[src/rtl/shreg_univ_if.sv]
// Bus for shreg_univ: mode/enable/data inputs and register, serial-out, counter and DONE outputs.
// The CLR signal exists only when SHREG_UNIV_SYNC_CLR_EN is defined.
interface shreg_univ_if #(
   parameter int WIDTH = 8
);
   localparam int CW = $clog2(WIDTH);

   logic             EN;
   logic [1:0]       M;
   logic             SL;
   logic             SR;
   logic [WIDTH-1:0] D;
   logic [WIDTH-1:0] Q;
   logic             SO_L;
   logic             SO_R;
   logic [CW-1:0]    CNT;
   logic             DONE;
`ifdef SHREG_UNIV_SYNC_CLR_EN
   logic             CLR;

   modport master (
      output EN, M, SL, SR, D, CLR,
      input  Q, SO_L, SO_R, CNT, DONE
   );

   modport slave (
      input  EN, M, SL, SR, D, CLR,
      output Q, SO_L, SO_R, CNT, DONE
   );
`else
   modport master (
      output EN, M, SL, SR, D,
      input  Q, SO_L, SO_R, CNT, DONE
   );

   modport slave (
      input  EN, M, SL, SR, D,
      output Q, SO_L, SO_R, CNT, DONE
   );
`endif
endinterface

[src/rtl/shreg_univ.sv]
// WIDTH-bit universal register (hold / shift left / shift right / load) with a shift counter
// that pulses DONE after every WIDTH shifts. Optional synchronous clear: SHREG_UNIV_SYNC_CLR_EN.
module shreg_univ #(
   parameter int               WIDTH     = 8,
   parameter logic [WIDTH-1:0] RESET_VAL = {WIDTH{1'b0}}
) (
   input  logic        C,
   input  logic        R,
   shreg_univ_if.slave bus
);
   // Derived from WIDTH only, so it cannot be overridden from outside.
   localparam int CW = $clog2(WIDTH);

   localparam logic [1:0] MODE_HOLD  = 2'b00;
   localparam logic [1:0] MODE_LEFT  = 2'b01;
   localparam logic [1:0] MODE_RIGHT = 2'b10;
   localparam logic [1:0] MODE_LOAD  = 2'b11;

   localparam logic [CW-1:0] CNT_LAST = CW'(WIDTH - 1);

   logic [WIDTH-1:0] q;
   logic [CW-1:0]    cnt;
   logic             done;

   logic [CW-1:0]    cnt_step;
   logic             cnt_wrap;

   // Every shift advances the count; the WIDTH-th wraps to 0 so unused codes stay unreachable.
   always_comb begin
      cnt_wrap = (cnt == CNT_LAST);
      cnt_step = cnt_wrap ? '0 : cnt + CW'(1);
   end

   // NOTE: sequential state uses non-blocking assignments so every flop samples pre-edge values.
   always_ff @(posedge C or negedge R) begin
      if (!R) begin
         q    <= RESET_VAL;
         cnt  <= '0;
         done <= 1'b0;
`ifdef SHREG_UNIV_SYNC_CLR_EN
      end else if (bus.CLR) begin
         q    <= RESET_VAL;
         cnt  <= '0;
         done <= 1'b0;
`endif
      end else if (!bus.EN) begin
         done <= 1'b0;
      end else begin
         case (bus.M)
            MODE_HOLD: begin
               done <= 1'b0;
            end
            MODE_LEFT: begin
               q    <= {q[WIDTH-2:0], bus.SL};
               cnt  <= cnt_step;
               done <= cnt_wrap;
            end
            MODE_RIGHT: begin
               q    <= {bus.SR, q[WIDTH-1:1]};
               cnt  <= cnt_step;
               done <= cnt_wrap;
            end
            MODE_LOAD: begin
               q    <= bus.D;
               cnt  <= '0;
               done <= 1'b0;
            end
         endcase
      end
   end

   assign bus.Q    = q;
   assign bus.CNT  = cnt;
   assign bus.DONE = done;
   assign bus.SO_L = q[WIDTH-1];
   assign bus.SO_R = q[0];
endmodule
[src/flat_wrapper.sv]
// flat-port wrapper written by rule: the top's interface ports become plain ports
module shreg_univ_flat 
#(
   parameter int               WIDTH     = 8,
   parameter logic [WIDTH-1:0] RESET_VAL = {WIDTH{1'b0}}
)
  (C, R, bus_EN, bus_M, bus_SL, bus_SR, bus_D, bus_Q, bus_SO_L, bus_SO_R, bus_CNT, bus_DONE);
  shreg_univ_if #(.WIDTH(WIDTH)) bus_i ();
  input  logic C;
  input  logic R;
  input wire logic [$bits(bus_i.EN)-1:0] bus_EN;
  input wire logic [$bits(bus_i.M)-1:0] bus_M;
  input wire logic [$bits(bus_i.SL)-1:0] bus_SL;
  input wire logic [$bits(bus_i.SR)-1:0] bus_SR;
  input wire logic [$bits(bus_i.D)-1:0] bus_D;
  output wire logic [$bits(bus_i.Q)-1:0] bus_Q;
  output wire logic [$bits(bus_i.SO_L)-1:0] bus_SO_L;
  output wire logic [$bits(bus_i.SO_R)-1:0] bus_SO_R;
  output wire logic [$bits(bus_i.CNT)-1:0] bus_CNT;
  output wire logic [$bits(bus_i.DONE)-1:0] bus_DONE;
  assign bus_i.EN = bus_EN;
  assign bus_i.M = bus_M;
  assign bus_i.SL = bus_SL;
  assign bus_i.SR = bus_SR;
  assign bus_i.D = bus_D;
  assign bus_Q = bus_i.Q;
  assign bus_SO_L = bus_i.SO_L;
  assign bus_SO_R = bus_i.SO_R;
  assign bus_CNT = bus_i.CNT;
  assign bus_DONE = bus_i.DONE;
  shreg_univ #(.WIDTH(WIDTH), .RESET_VAL(RESET_VAL)) u_core (.C(C), .R(R), .bus(bus_i));
endmodule
[config.mk]
export PLATFORM = sky130hd
export DESIGN_NAME = shreg_univ_flat
export DESIGN_NICKNAME = d
export VERILOG_FILES = /design/src/rtl/shreg_univ_if.sv /design/src/rtl/shreg_univ.sv /design/src/flat_wrapper.sv
export SDC_FILE = /design/constraint.sdc
export NUM_CORES = 1
export LEC_CHECK = 0
export CAP_MARGIN = 5
export CORE_MARGIN = 3
export CORE_UTILIZATION = 40
export CTS_CLUSTER_DIAMETER = 200
export DETAILED_ROUTE_END_ITERATION = 8
export GPL_TIMING_DRIVEN = 0
export MAX_ROUTING_LAYER = met4
export PLACE_DENSITY = 0.82
export SYNTH_ARGS = -nofsm -noshare
export SYNTH_HDL_FRONTEND = slang
export SYNTH_SLANG_ARGS = --single-unit
[constraint.sdc]
create_clock -name C -period 1.4 [get_ports C]
set_input_delay 0.14 -clock C [delete_from_list [all_inputs] [get_ports C]]
set_output_delay 0.14 -clock C [all_outputs]
set_load 0.02 [all_outputs]
==> metrics.md <==
| Metric | Value |
|---|---|
| Post-synthesis net count | `88` |
| Compound-gate portion of the synthesized area | `25.4%` |
| CP max stage cell | `clkdlybuf4s50_1` |
| Via Count | `644` |
| RSZ-0062 raised after global routing | `false` |
| HP Class | `in2async` |
| Final period util | `96.7%` |
| Io pins | `29` |
| Peak Freq | `738 MHz` |
| DR pass1 iterations | `4` |
| Crit path from | `u_core.bus.DONE` |
| Via-to-Cell Ratio | `5.55` |
| Largest net degree at the start of global routing | `13` |
| Mapped cell area | `659 µm²` |
| Clk pin slew, worst setup/hold paths | `0.08 ns` |
| Total of max-cap violations | `0` |
| Status | `finished, final reports clean` |
| Mean routed wirelength per cell | `15.3 µm` |
| Slew @ Worst Pin | `0.563 ns` |
| Place WS | `-0.239 ns` |
| Final core area utilization | `about two thirds` |
| Int Power | `just under 0.0008 W` |
| Crit path time final | `1.35 ns` |
| Final WL | `1780 µm` |
| Switching Share | `between 30 and 40%` |
| H-tree depth | `1` |
| Row count | `14` |
| Vias in the first global route | `630` |
| Buffers added on ports | `28` |
| Design Area, Final | `996 µm²` |
| Grt total ovfl | `0` |
| CTS Buf Count | `3` |
| Crit-path cells | `clkdlybuf4s50_1` |
| Syn Inst Count | `68` |
| Area after DPL | `between 900 and 1000 µm²` |
| Post-Synth Simple-Gate Area | `12.1%` |
| Post-DP HPWL | `1240 µm` |
| Final setup margin | `0.0456 ns` |
| Final setup fails | `0` |
| CTS root buf | `clkbuf_4` |
| Library cell with the largest summed area after synthesis | `dfrtp_1` |
| Die W | `roughly 47 µm` |
| DIE AREA | `2170 µm²` |
| Relative slew slack | `62.4%` |
| CP required | `1.26 ns` |
| CTS tree | `built` |
| Clk_lat worst skew | `between 0.2 and 0.3 ns` |
| Post-synthesis adder-cell area fraction | `9.49%` |
| DR iter-0 viols | `14` |
| Antenna violations before repair | `0` |
| Global placer's final weighted congestion | `0.761` |
| Synth top area cells | `dfrtp_1 (46%), a22o_1 (11%), ha_1 (9.5%)` |
| Main combinational cell family by area after synthesis | `compound AO/OA/AOI/OAI gates` |
| Post-synthesis sequential area ratio | `45.5%` |
| Starting Density | `43.3%` |
| Reg-to-Reg Start | `u_core.bus.CNT[0]` |
| Final ANT Viol Nets | `0` |
| First-pass GRT wire length | `2730 µm` |
| All-Layer GR Usage | `18.5%` |
| Final hold violation count | `0` |
| Deepest clock path buffer count | `2` |
| DRC viols | `0` |
| Cts hold-fix bufs | `0` |
| Crit path capture type | `output port` |
| XOR/XNOR Fraction of Synth Area | `0%` |
| WP buf/inv | `1` |
| Total core area | `1520 µm²` |
| Ant. Diodes | `0` |
| Setup Skew | `0.00340 ns` |
| Clock sinks | `12` |
| WS Path Type | `reg2out` |
| Chip Height | `46.6 µm` |
| CP Depth | `1` |
| Layout cells sized above 1 | `between 10% and 20%` |
| Comb pwr share | `37.5%` |
| Fillers | `143` |
| Maximum fanout along the worst path | `1` |
| R2R cell count | `4` |
| Family with the most delay on the worst path | `buffers and inverters` |
| Leakage power | `0.507 nW` |
| Clock share of power | `23.1%` |
| Multiplexer area fraction after synthesis | `0%` |
| Avg Synthesized Cell Area | `9.70 µm²` |
| Synth top area share | `45.5%` |
| Area Growth Syn to Fin | `51.0%` |
| Synth Register Bits | `12` |
| Slew Viols, Final | `0` |
| Arrival time worst endpoint | `1.21 ns` |
| CP max stage delay | `0.60 ns` |
| Nets | `121` |
| Power density over the cells | `1250 nW/µm²` |
| Synth cell types | `15` |
| Psw | `~0.00046 W` |
| CP startpoint kind | `flop` |
| VDD IR max | `between 0.6 and 0.7 mV` |
| Synth warnings | `0` |
| Sequential power share | `39.4%` |
Yosys cell counts (all sizes together):
cell type,count
a21o,1
a21oi,8
a22o,8
and3,1
buf,6
dfrtp,12
ha,5
inv,2
nand2,10
nand2b,3
nor2,1
nor4,1
o21ai,10
layout make-up:
| type | instances | area (µm²) | area share (%) |
|---|---|---|---|
| multi-input cells | 48 | 322 | 32.3 |
| flip-flops and latches | 12 | 300 | 30.2 |
| repair buffers | 28 | 267 | 26.8 |
| plain buffers | 6 | 43.8 | 4.40 |
| clock buffers | 4 | 36.3 | 3.64 |
| well taps | 16 | 20.0 | 2.01 |
| inverters | 2 | 7.51 | 0.754 |
kinds of logic after synthesis:
group | count (synthesis)
buffers and inverters | 8
DFF | 12
AOI/OAI and AO/OA | 27
and+or+nand+nor | 16
adders and majority gates | 5
power groups by stage:
stage / clock network (W) / logic (W) / registers, W
after floorplan: 0 / 0.000176 / 0.000577
after global placement: 0 / 0.000501 / 0.000495
after detailed placement: 0 / 0.000518 / 0.000500
after CTS: 0.000290 / 0.000463 / 0.000489
after global routing: 0.000302 / 0.000509 / 0.000503
final: 0.000288 / 0.000468 / 0.000492
what timing repair did:
item                                    4_1_cts  5_1_grt
gates cloned                                  0        0
gates resized for setup                      13        6
setup buffers                                 0        0
endpoints found under the setup margin       13        4
pin swaps                                     0        3
registers in the layout, indices dropped and copies added (netlist names):
register / flops
u_core.bus.CNT: 3
u_core.bus.DONE: 1
u_core.bus.Q: 8
per-layer routing:
metal / wire (µm) / part of all wire (%) / vias to the layer above / track usage [%]
met2: 864 / 49 / 27 / 28.8
li1: - / - / 304 / -
met4: 61 / 3.4 / 0 / 10.2
met1: 724 / 41 / 307 / 22.3
met5: 0 / 0 / - / -
met3: 126 / 7.1 / 6 / 3.13
stage by stage:
step	TNS (ns)	power, W	cells	hold slack (ns)
after global routing	0	0.00131	116	0.253
after global placement	-1.41	0.000995	112	0.508
after detailed placement	-2.06	0.00102	112	0.530
after CTS	0	0.00124	116	0.245
final	0	0.00125	116	0.212
after floorplan	0	0.000754	68	-0.156
cells in the final DEF (no fill, tap or decap):
cell             count
nor4_1               1
clkbuf_4             3
buf_2                2
buf_6                1
dlygate4sd2_1       13
a21o_1               1
dlymetal6s2s_1       1
dfrtp_1             12
nor2_4               1
clkbuf_8             1
nand2b_1             3
ha_1                 5
nand2_1             10
a21oi_2              3
o21ai_1             10
a22o_1               8
a21oi_1              5
inv_1                2
and3_1               1
clkdlybuf4s50_1     14
buf_4                3
path summary, 6_finish.rpt:
kind / slack, ns / end
setup / recovery: 0.05 / bus_DONE
hold / removal: 0.21 / u_core.bus.Q[3]
setup reg to reg: 0.17 / u_core.bus.CNT[0]
hold reg to reg: 0.54 / u_core.bus.CNT[1]
max in group asynchronous: 0.82 / u_core.bus.DONE
min in group C: 0.40 / u_core.bus.DONE
(Power assumes the default switching activity.)
